==> config.mk <==
export PLATFORM = sky130hd
export DESIGN_NAME = serial_adder_flat
export DESIGN_NICKNAME = d
export VERILOG_FILES = /design/src/rtl/serial_adder_if.sv /design/src/rtl/serial_adder.sv /design/src/flat_wrapper.sv
export SDC_FILE = /design/constraint.sdc
export NUM_CORES = 1
export LEC_CHECK = 0
export CAP_MARGIN = 10
export CORE_MARGIN = 3
export CORE_UTILIZATION = 51
export CTS_CLUSTER_DIAMETER = 30
export DETAILED_ROUTE_END_ITERATION = 16
export GPL_ROUTABILITY_DRIVEN = 0
export GPL_TIMING_DRIVEN = 0
export PLACE_DENSITY = 0.77
export SETUP_SLACK_MARGIN = 0.02
export SLEW_MARGIN = 20
export SYNTH_ARGS = -nofsm -noshare
export SYNTH_HDL_FRONTEND = slang
export SYNTH_SLANG_ARGS = --single-unit
==> constraint.sdc <==
create_clock -name clk -period 2.1 [get_ports clk]
set_input_delay 0.21 -clock clk [delete_from_list [all_inputs] [get_ports clk]]
set_output_delay 0.21 -clock clk [all_outputs]
set_load 0.05 [all_outputs]
==> src/rtl/serial_adder_if.sv <==
// rtl/serial_adder_if.sv - start/busy/done handshake and operand/result bundle for serial_adder
//
// Signals:
//   start     request a new operation (master -> slave)
//   a, b      WIDTH-bit operands (master -> slave)
//   c_in      carry-in, ignored for subtraction (master -> slave)
//   sub       0 = a+b+c_in, 1 = a-b (master -> slave)
//   busy      operation in progress (slave -> master)
//   done      one-cycle pulse when results update (slave -> master)
//   sum       WIDTH-bit result, held between completions (slave -> master)
//   c_out     carry out of the MSB; for subtraction 1 = no borrow (slave -> master)
//   overflow  two's-complement overflow (slave -> master)
interface serial_adder_if #(
    parameter int WIDTH = 8
);
    logic             start;
    logic [WIDTH-1:0] a;
    logic [WIDTH-1:0] b;
    logic             c_in;
    logic             sub;
    logic             busy;
    logic             done;
    logic [WIDTH-1:0] sum;
    logic             c_out;
    logic             overflow;

    modport master (
        output start, a, b, c_in, sub,
        input  busy, done, sum, c_out, overflow
    );

    modport slave (
        input  start, a, b, c_in, sub,
        output busy, done, sum, c_out, overflow
    );
endinterface

==> src/rtl/serial_adder.sv <==
// rtl/serial_adder.sv - bit-serial adder/subtractor, one bit per clock, LSB first
//
// Parameters:
//   WIDTH  operand/result width, 2..32
// Ports:
//   clk    rising-edge clock
//   rst_n  asynchronous active-low reset
//   bus    serial_adder_if.slave: start/a/b/c_in/sub in, busy/done/sum/c_out/overflow out
//
// An accepted start loads the operand shift registers (B inverted and carry
// forced to 1 for subtraction), then WIDTH RUN edges each resolve one result
// bit through a single carry flip-flop. Results are published only on the
// last RUN edge, so the outputs never show a partial sum.
module serial_adder #(
    parameter int WIDTH = 8
) (
    input  logic           clk,
    input  logic           rst_n,
    serial_adder_if.slave  bus
);

    localparam int CNT_W = (WIDTH > 1) ? $clog2(WIDTH) : 1;
    localparam logic [CNT_W-1:0] LAST_BIT = CNT_W'(WIDTH - 1);

    typedef enum logic [1:0] {
        IDLE = 2'd0,
        RUN  = 2'd1,
        DONE = 2'd2
    } state_t;

    state_t           state;
    logic [WIDTH-1:0] a_sr;
    logic [WIDTH-1:0] b_sr;
    // Only WIDTH-1 partial bits need storing: the final bit is merged
    // directly into sum on the completing edge.
    logic [WIDTH-2:0] ps_sr;
    logic             carry;
    logic [CNT_W-1:0] cnt;

    logic             bit_s;
    logic             carry_nxt;
    logic [WIDTH-1:0] ps_next;

    assign bit_s     = a_sr[0] ^ b_sr[0] ^ carry;
    assign carry_nxt = (a_sr[0] & b_sr[0]) | (a_sr[0] & carry) | (b_sr[0] & carry);
    assign ps_next   = {bit_s, ps_sr};

    always_ff @(posedge clk or negedge rst_n) begin
        if (!rst_n) begin
            state        <= IDLE;
            a_sr         <= '0;
            b_sr         <= '0;
            ps_sr        <= '0;
            carry        <= 1'b0;
            cnt          <= '0;
            bus.busy     <= 1'b0;
            bus.done     <= 1'b0;
            bus.sum      <= '0;
            bus.c_out    <= 1'b0;
            bus.overflow <= 1'b0;
        end else begin
            bus.done <= 1'b0;
            case (state)
                // DONE accepts a start exactly like IDLE so operations can
                // run back-to-back at one result per WIDTH+1 cycles.
                IDLE, DONE: begin
                    if (bus.start) begin
                        a_sr     <= bus.a;
                        b_sr     <= bus.sub ? ~bus.b : bus.b;
                        carry    <= bus.sub ? 1'b1 : bus.c_in;
                        ps_sr    <= '0;
                        cnt      <= '0;
                        bus.busy <= 1'b1;
                        state    <= RUN;
                    end else begin
                        state <= IDLE;
                    end
                end
                RUN: begin
                    a_sr  <= a_sr >> 1;
                    b_sr  <= b_sr >> 1;
                    carry <= carry_nxt;
                    ps_sr <= ps_next[WIDTH-1:1];
                    cnt   <= cnt + 1'b1;
                    if (cnt == LAST_BIT) begin
                        bus.sum      <= ps_next;
                        bus.c_out    <= carry_nxt;
                        // carry still holds the carry into the MSB here
                        bus.overflow <= carry ^ carry_nxt;
                        bus.done     <= 1'b1;
                        bus.busy     <= 1'b0;
                        state        <= DONE;
                    end
                end
                default: begin
                    state    <= IDLE;
                    bus.busy <= 1'b0;
                end
            endcase
        end
    end

endmodule

==> src/flat_wrapper.sv <==
// flat-port wrapper written by rule: the top's interface ports become plain ports
module serial_adder_flat 
#(
    parameter int WIDTH = 8
)
  (clk, rst_n, bus_start, bus_a, bus_b, bus_c_in, bus_sub, bus_busy, bus_done, bus_sum, bus_c_out, bus_overflow);
  serial_adder_if #(.WIDTH(WIDTH)) bus_i ();
  input  logic clk;
  input  logic rst_n;
  input wire logic [$bits(bus_i.start)-1:0] bus_start;
  input wire logic [$bits(bus_i.a)-1:0] bus_a;
  input wire logic [$bits(bus_i.b)-1:0] bus_b;
  input wire logic [$bits(bus_i.c_in)-1:0] bus_c_in;
  input wire logic [$bits(bus_i.sub)-1:0] bus_sub;
  output wire logic [$bits(bus_i.busy)-1:0] bus_busy;
  output wire logic [$bits(bus_i.done)-1:0] bus_done;
  output wire logic [$bits(bus_i.sum)-1:0] bus_sum;
  output wire logic [$bits(bus_i.c_out)-1:0] bus_c_out;
  output wire logic [$bits(bus_i.overflow)-1:0] bus_overflow;
  assign bus_i.start = bus_start;
  assign bus_i.a = bus_a;
  assign bus_i.b = bus_b;
  assign bus_i.c_in = bus_c_in;
  assign bus_i.sub = bus_sub;
  assign bus_busy = bus_i.busy;
  assign bus_done = bus_i.done;
  assign bus_sum = bus_i.sum;
  assign bus_c_out = bus_i.c_out;
  assign bus_overflow = bus_i.overflow;
  serial_adder #(.WIDTH(WIDTH)) u_core (.clk(clk), .rst_n(rst_n), .bus(bus_i));
endmodule
==> metrics <==
run status=finished, final reports clean; VDD IR-drop max=641 uV; Synth Cell Area=1730 sq um; Power Internal=2.02 mW; max cap viols=0; Worst Path Buf+Inv=1; crit end category=primary output; count leader, synth=dfrtp_1; core area=3150 sq um; clock network power share=10.6%; ANT cells=0; area leader, netlist=dfrtp_1; clk_lat worst skew=0.34 ns; Critical Path AT=1.54 ns; die height=64.2 microns; NumNets Final=193; Setup CP Type=reg2out; initial antenna violation count=0; switching share of power=38.9%; routed vias=1149; Synth warnings=0; library cells used by synthesis=22; worst-path cell chain=clkdlybuf4s50_1; WL final=2910 microns; Initial Util=54.8%; leakage=1.03 nW; R2R Setup Slk=0.37 ns; Critical Path Source=u_core.bus.busy; CTS buffer count=5; startpoint types=flop; r2r worst-path depth=5; actual slew at the worst max-slew pin=0.507 ns; Residual DRC=0; vias in the first global route=1169; top cell type's share of synthesized area=59.3%; I/O Buffers=31; CTS Root Cell=clkbuf_4; grt ovf=0; pin count of the biggest net entering global routing=22; Layout Area Growth over Synthesis=25.5%; Vias/cell=5.42; Sw Pwr=1.28 mW; Avg Inst Size Synth=13.4 sq um; global-route wire length before repair=5220 microns; slowest CP cell=clkdlybuf4s50_1; RR Endpoint=u_core.bus.sum[3]; f_max=0.572 GHz; Initial DRC Count=44; HP Class=in2async; total track usage=16.6%; Crit path largest cell delay=0.81 ns; hpwl dp=2150 microns; Most used DFF post-synth=dfrtp_1; Final Power=3.30 mW; TritonRoute pass-1 iters=4; power per cell area=1520 nW/um^2; Post-Syn Nets=153; Seq/Total Area, Yosys=59.3%; RSZ-0062 raised after global routing=false; clock buffer depth=2; Final Critical Period=1.75 ns; Area contributors post-synth=dfrtp_1, a22o_1, mux2_2; CP Max Fanout=3; final setup vio count=0; combinational share of power=48.5%; I/O pin count=33; Routed Antenna Nets=0; max_slew headroom=66.2%; post-synthesis register bit count=41; Post-synth top cells=dfrtp_1, a22o_1, nor2_1; std cell rows=20; Syn Inst Count=129; Slew Limit Fails=0; Final Skew=0.00665 ns; Final period util=83.3%; Data required, critical path=1.89 ns; CTS tree=done; CTS sink cnt=41; Worst R2R Start=u_core.cnt[0]; clock slew at reported path FFs=0.11 ns; Reg power frac=40.9%; H-tree depth reported by CTS=2; Die Width=64.2 microns; EDFF count, synth=0; critical path's top delay family=buffers and inverters; layout cells sized above 1=16.7%; Die ar.=4130 sq um; wire length per cell=13.7 microns; Final Hold Viols=0; Post-synth ARST share=100%; Final TNS setup=0 ns
==> cell usage in the layout (no fill, tap or decap), types with 5 or more instances in the layout <==
master and n:
xnor2_1 8, dfrtp_1 41, buf_2 5, a21o_1 7, a221o_1 8, clkbuf_4 5, mux2_2 10, a22o_1 18
nor2_1 11, clkdlybuf4s50_1 30
==> worst max path at each step <==
| stage | to | slack (ns) | cells past startpoint |
|---|---|---|---|
| after floorplan | u_core.bus.c_out | 0.53 | 5 |
| after global placement | u_core.a_sr[6] | -0.09 | 1 |
| after detailed placement | u_core.bus.sum[3] | 0.37 | 5 |
| after CTS | bus_busy | 0.33 | 1 |
| after global routing | u_core.bus.sum[7] | 0.25 | 5 |
| final | bus_busy | 0.35 | 1 |
==> sequential cells by signal, summed over array words and instances, names as in the netlist, 2 cells and up <==
name	cells
u_core.ps_sr	7
u_core.b_sr	8
u_core.a_sr	8
u_core.bus.sum	8
u_core.cnt	3
u_core.state	2
==> logic make-up (layout without fill, tap and decap cells) <==
kind of cell,after synthesis,after routing,synth area share [%]
AND/OR/NAND/NOR,18,18,5.14
buffers and inverters,12,51,4.20
AO/OA/AOI/OAI,36,36,17.7
adder cells (fa/ha/maj),3,3,2.60
XOR/XNOR,9,9,4.56
multiplexers,10,10,6.51
flip-flops,41,41,59.3
==> power by group through the flow <==
| stage | Clock (mW) | Combinational, mW | Sequential (mW) |
|---|---|---|---|
| 2_1_floorplan | 0 | 0.866 | 1.66 |
| 3_3_place_gp | 0 | 1.57 | 1.35 |
| 3_5_place_dp | 0 | 1.62 | 1.37 |
| 4_1_cts | 0.364 | 1.62 | 1.35 |
| 5_1_grt | 0.403 | 1.75 | 1.40 |
| 6_report | 0.349 | 1.60 | 1.35 |
==> through the flow <==
step                      area (sq um)  setup slack (ns)  utilization (%)  instances  hold WS [ns]
after floorplan                   1730             0.532                -        129       -0.0856
after global placement            2090           -0.0871             66.4        204         0.458
after detailed placement          2120             0.369             67.1        205         0.208
after CTS                         2170             0.332             68.8        212         0.370
after global routing              2170             0.249             68.8        212         0.386
final                             2170             0.351             68.8        212         0.363
==> area by class of cell <==
class / instances / area [sq um]
Sequential cell: 41 / 1030
Timing Repair Buffer: 33 / 343
Inverter: 3 / 11.3
Multi-Input combinational cell: 76 / 631
Clock buffer: 5 / 37.5
Clock inverter: 1 / 5.00
Buffer: 9 / 61.3
Fill cell: 254 / 983
Tap cell: 44 / 55.1
==> routing by layer <==
layer  up-vias  track usage (%)  routed length [microns]
met5         -                0                        0
met4         0             8.18                       45
met3         5             4.22                      143
met2        27             27.6                     1450
met1       575             20.1                     1270
li1        542                -                        -
==> repair_timing <==
action,CTS,global route
resized for setup,0,0
endpoints found under the hold margin,20,0
hold buffers,1,0
setup buffers,0,0
Power figures use the tool's default switching activity.
